===== config.mk =====
export PLATFORM = sky130hd
export DESIGN_NAME = jt89_cic_decim
export DESIGN_NICKNAME = d
export VERILOG_FILES = /design/src/rtl/jt89_cic_decim.sv
export SDC_FILE = /design/constraint.sdc
export NUM_CORES = 1
export LEC_CHECK = 0
export CELL_PAD_IN_SITES_DETAIL_PLACEMENT = 1
export CELL_PAD_IN_SITES_GLOBAL_PLACEMENT = 1
export CORE_UTILIZATION = 42
export CTS_CLUSTER_SIZE = 14
export DETAILED_ROUTE_END_ITERATION = 10
export HOLD_SLACK_MARGIN = 0.03
export PLACE_DENSITY_LB_ADDON = 0.1
export SLEW_MARGIN = 20
export SYNTH_ARGS = -nofsm -noshare
export SYNTH_HDL_FRONTEND = slang
export SYNTH_SLANG_ARGS = --single-unit

===== constraint.sdc =====
create_clock -name clk -period 3.64 [get_ports clk]
set_input_delay 0.728 -clock clk [delete_from_list [all_inputs] [get_ports clk]]
set_output_delay 0.728 -clock clk [all_outputs]
set_load 0.02 [all_outputs]

===== src/rtl/jt89_cic_decim.sv =====
// Second-order CIC decimator (M=1, N=2), decimating by 2^RLOG2 with unity DC gain.
// Produces one sample per frame of 2^RLOG2 input enables, handed off through a valid/ready output.
module jt89_cic_decim #(
    parameter int IW    = 11,
    parameter int RLOG2 = 4
) (
    input  logic                 clk,
    input  logic                 rst,
    input  logic                 cen,
    input  logic signed [IW-1:0] din,
    output logic signed [IW-1:0] dout,
    output logic                 dout_valid,
    input  logic                 dout_ready,
    output logic                 overflow
);
    localparam int W = IW + 2*RLOG2;

    logic signed [W-1:0]  integ1, integ2, dly1, dly2;
    logic signed [W-1:0]  din_ext, c1, c2;
    logic signed [IW-1:0] c2_q;
    logic [RLOG2-1:0]     cnt;
    logic                 tick;

    assign din_ext = {{(2*RLOG2){din[IW-1]}}, din};
    assign tick    = cen && (cnt == {RLOG2{1'b1}});

    // Combs run on the pre-update integ2. Integrator wrap cancels here because the
    // true comb result always fits in W bits.
    assign c1   = integ2 - dly1;
    assign c2   = c1 - dly2;
    assign c2_q = IW'(c2 >>> (2*RLOG2));

    always_ff @(posedge clk) begin
        if (rst) begin
            integ1     <= '0;
            integ2     <= '0;
            dly1       <= '0;
            dly2       <= '0;
            cnt        <= '0;
            dout       <= '0;
            dout_valid <= 1'b0;
            overflow   <= 1'b0;
        end else begin
            if (cen) begin
                integ1 <= integ1 + din_ext;
                integ2 <= integ2 + integ1;
                cnt    <= cnt + 1'b1;
            end
            if (tick) begin
                dly1       <= integ2;
                dly2       <= c1;
                dout       <= c2_q;
                dout_valid <= 1'b1;
                // A pending sample nobody took is being replaced.
                if (dout_valid && !dout_ready)
                    overflow <= 1'b1;
            end else if (dout_valid && dout_ready) begin
                dout_valid <= 1'b0;
            end
        end
    end
endmodule


==> results.py <==
metrics = {
    "sta": {
        "fin_ws_ns": -0.286,
        "post-route-min-period_ns": 3.93,
        "relSlewSlack": 0.529,
        "worst_pin_slew_ns": 0.697,
        "setup_viol": 8,
        "holdWs_ns": 0.455,
        "slew_viol_final": 0,
        "rsz0062_at_grt": "yes",
        "max_freq_mhz": 255,
        "skew_ns": 0.00929,
        "timing_hold_violations_final": 0,
        "min_period_over_period": 1.08,
    },
    "power": {
        "fin_total_pwr_mw": 4.74,
        "ir_worst_vdd_uv": 282,
        "cellLeakagePower_nw": 3.41,
        "cellPowerDensity_nw_per_um2": 578,
    },
    "setup_path": {
        "critPathMaxFanout": 3,
        "worst-r2r-setup-slack_ns": -0.29,
        "reg2reg_from": "integ2[0]",
        "reg2regPathDepth": 18,
        "worstPathArrival_ns": 4.22,
        "path_class": "reg2reg",
        "start_kind": "flop",
        "cp.required_ns": 3.93,
        "end_kind": "flop",
        "reg2reg_to": "dout[10]",
    },
    "clock_tree": {
        "cts-root-buf": "clkbuf_16",
        "cts_tree": "built",
        "cts_buffer_depth": 2,
        "clk_latency_ns": 0.35,
        "cts_buffers": 9,
        "clock_sinks": 93,
        "ctsHoldBuffers": 0,
        "clk_pin_slew_ns": 0.06,
        "htreeDepth": 3,
    },
    "finish": {
        "multiInputGateArea_um2": 4610,
        "areaGrowthSynthToFinish_pct": 25.5,
        "drive_above_1_share": 0.181,
        "antenna-diode-count": 0,
        "fin_cells": 1134,
        "seqCellArea_um2": 1870,
        "nets": 1032,
        "n_fill_cell": 1842,
    },
    "floorplan": {
        "io-pin-count": 28,
        "start_util": 0.430,
        "die_w_um": 127,
        "die_y_um": 127,
        "row_count": 45,
        "dieArea_um2": 16100,
        "core_um2": 15200,
    },
    "synth": {
        "syn_area_um2": 6530,
        "ys_seq_area_frac": 0.285,
        "synth_flop_cell": "dfxtp_1",
        "syn_nets": 930,
        "ys_types": 64,
        "synthArstFlopShare": 0,
        "synth_edf_count": 0,
        "syn_avg_cell_area_um2": 7.78,
        "yosysWarningCount": 0,
        "yosys_register_bits": 93,
        "synth_cells": 840,
    },
    "global_routing": {
        "grt_pass1_vias": 6688,
        "antenna_found_initial": 0,
        "grt_pass1_wl_um": 30800,
        "grt_max_degree": 54,
        "gr-total-overflow": 0,
        "grt_use_total": 0.237,
    },
    "placement": {
        "numPortBuffers": 27,
        "gp_congestion": 0.839,
        "dp_cells": 1096,
        "dp_hpwl_um": 13300,
    },
    "detailed_routing": {
        "drtPass1Iterations": 4,
        "vias_per_cell": 5.54,
        "ant_nets": 0,
        "via_count": 6277,
        "drt-total-wl_um": 18800,
        "drt_iter0_markers": 212,
        "wl_per_cell_um": 16.6,
        "drc_errors": 0,
    },
    "hold_path": {
        "hp-start": "dly2[9]",
        "whs_endpoint": "dly2[9]",
        "hp-class": "reg2reg",
        "holdPathStages": 2,
    },
    "outcome": {
        "violations": "setup timing",
        "status": "finished, violations left",
    },
    "flow_run": {
        "cap_violations": 0,
    },
}
cell families after synthesis:
group	count (synthesis)	share of synthesized area
AOI/OAI and AO/OA	225	0.224
adders and majority gates	75	0.147
and+or+nand+nor	307	0.218
muxes	16	0.0245
buffers and inverters	85	0.0489
xor gates and xnor gates	39	0.0523
DFF	93	0.285
routing by layer:
metal | GRT usage | part of all wire | up-vias
met5 | 0 | 0 | -
met4 | 0.0637 | 0.013 | 0
met1 | 0.272 | 0.45 | 3037
met2 | 0.455 | 0.52 | 36
met3 | 0.0350 | 0.017 | 18
li1 | - | - | 3186
worst max path at each step:
| stage | startpoint | endpoint | cells past startpoint |
|---|---|---|---|
| 5_1_grt | dly1[4] | dout[10] | 18 |
| 6_report | integ2[0] | dout[10] | 18 |
| 3_3_place_gp | integ2[0] | dout[10] | 18 |
| 2_1_floorplan | integ2[0] | dout[10] | 18 |
| 4_1_cts | integ2[0] | dout[10] | 18 |
| 3_5_place_dp | integ2[0] | dout[10] | 18 |
final cells by class:
cell class              instances  share of cell area
multi-input cells             662               0.562
clock buffers                  10              0.0279
flip-flops and latches         93               0.228
well taps                     188              0.0287
repair buffers                122               0.121
clock inverters                 5             0.00748
inverters                      54              0.0247
state kept, by name, summed over array words and instances, names as in the netlist:
signal      cells
dly1           19
dly2           19
integ1         19
integ2         19
dout           11
cnt             4
dout_valid      1
overflow        1
through the flow:
step,setup WS (ns),TNS [ns],area (um^2),utilization
after floorplan,-0.179,-0.179,6550,-
after global placement,-0.296,-0.840,7470,0.492
after detailed placement,-0.445,-1.99,7470,0.492
after CTS,-0.278,-0.629,7960,0.524
after global routing,-0.510,-2.43,8200,0.539
final,-0.286,-0.770,8200,0.539
cell usage after synthesis, types with 3 or more instances:
| cell | number | area share |
|---|---|---|
| and2_1 | 5 | 0.0048 |
| a21o_1 | 16 | 0.018 |
| o211ai_1 | 3 | 0.0034 |
| o21ai_1 | 6 | 0.0046 |
| inv_1 | 52 | 0.030 |
| buf_1 | 3 | 0.0017 |
| nand2_1 | 123 | 0.071 |
| nor2_1 | 70 | 0.040 |
| xnor2_1 | 20 | 0.027 |
| o21a_1 | 10 | 0.011 |
| dfxtp_1 | 93 | 0.29 |
| or3_1 | 14 | 0.013 |
| o21bai_1 | 7 | 0.0080 |
| nor3b_1 | 4 | 0.0046 |
| nand3b_1 | 6 | 0.0069 |
| nand3_1 | 22 | 0.017 |
| clkbuf_1 | 28 | 0.016 |
| nor3_1 | 19 | 0.015 |
| and3_1 | 6 | 0.0057 |
| or2_2 | 4 | 0.0038 |
| o31a_1 | 3 | 0.0040 |
| o21ai_0 | 32 | 0.025 |
| nor2b_1 | 9 | 0.0086 |
| o31ai_1 | 7 | 0.0080 |
| a22o_1 | 3 | 0.0040 |
| nand4_1 | 8 | 0.0077 |
| a211oi_1 | 14 | 0.016 |
| mux2i_1 | 16 | 0.025 |
| xor2_1 | 19 | 0.025 |
| a21oi_1 | 86 | 0.066 |
| a31oi_1 | 7 | 0.0067 |
| o311ai_0 | 6 | 0.0080 |
| fa_1 | 3 | 0.0092 |
| ha_1 | 72 | 0.14 |
| nand2b_1 | 8 | 0.0077 |
| nor4b_1 | 3 | 0.0040 |
cells in the final DEF (no fill, tap or decap), types with 10 or more instances in the layout:
cell type and instances:
xor2_1 18, a211oi_1 12, nor2_1 69, o21ai_0 26, or3_1 11, mux2i_1 16, o21a_1 10, buf_4 92
ha_1 67, inv_1 50, a21o_1 16, nand3_1 19, nor3_1 19, dfxtp_1 88, nand2_1 122, clkdlybuf4s50_1 25
a21oi_2 10, a21oi_1 76, xnor2_1 17
critical path: stages, from the launching register on:
cell       delay [ns]
dfxtp_2          0.33
inv_2            0.04
ha_4             0.15
fa_2             0.36
nor2b_4          0.14
o2111ai_2        0.13
nand3_2          0.15
nand3_2          0.09
nand3b_1         0.11
xor2_1           0.24
ha_1             0.32
a21oi_2          0.17
o21ai_2          0.08
or3_4            0.33
o221a_4          0.26
o41ai_4          0.22
xnor2_1          0.14
or4b_1           0.51
nand3_1          0.08
repair_timing:
action,in CTS,in global routing
resized for setup,26,35
endpoints found under the setup margin,9,9
setup buffers,11,12
pin swaps,23,28
report_power, final:
part           switching [mW]  internal, mW
Combinational            1.30          1.35
Clock                   0.414         0.533
Sequential             0.0602          1.08
Total                    1.78          2.96
(Power assumes the default switching activity.)
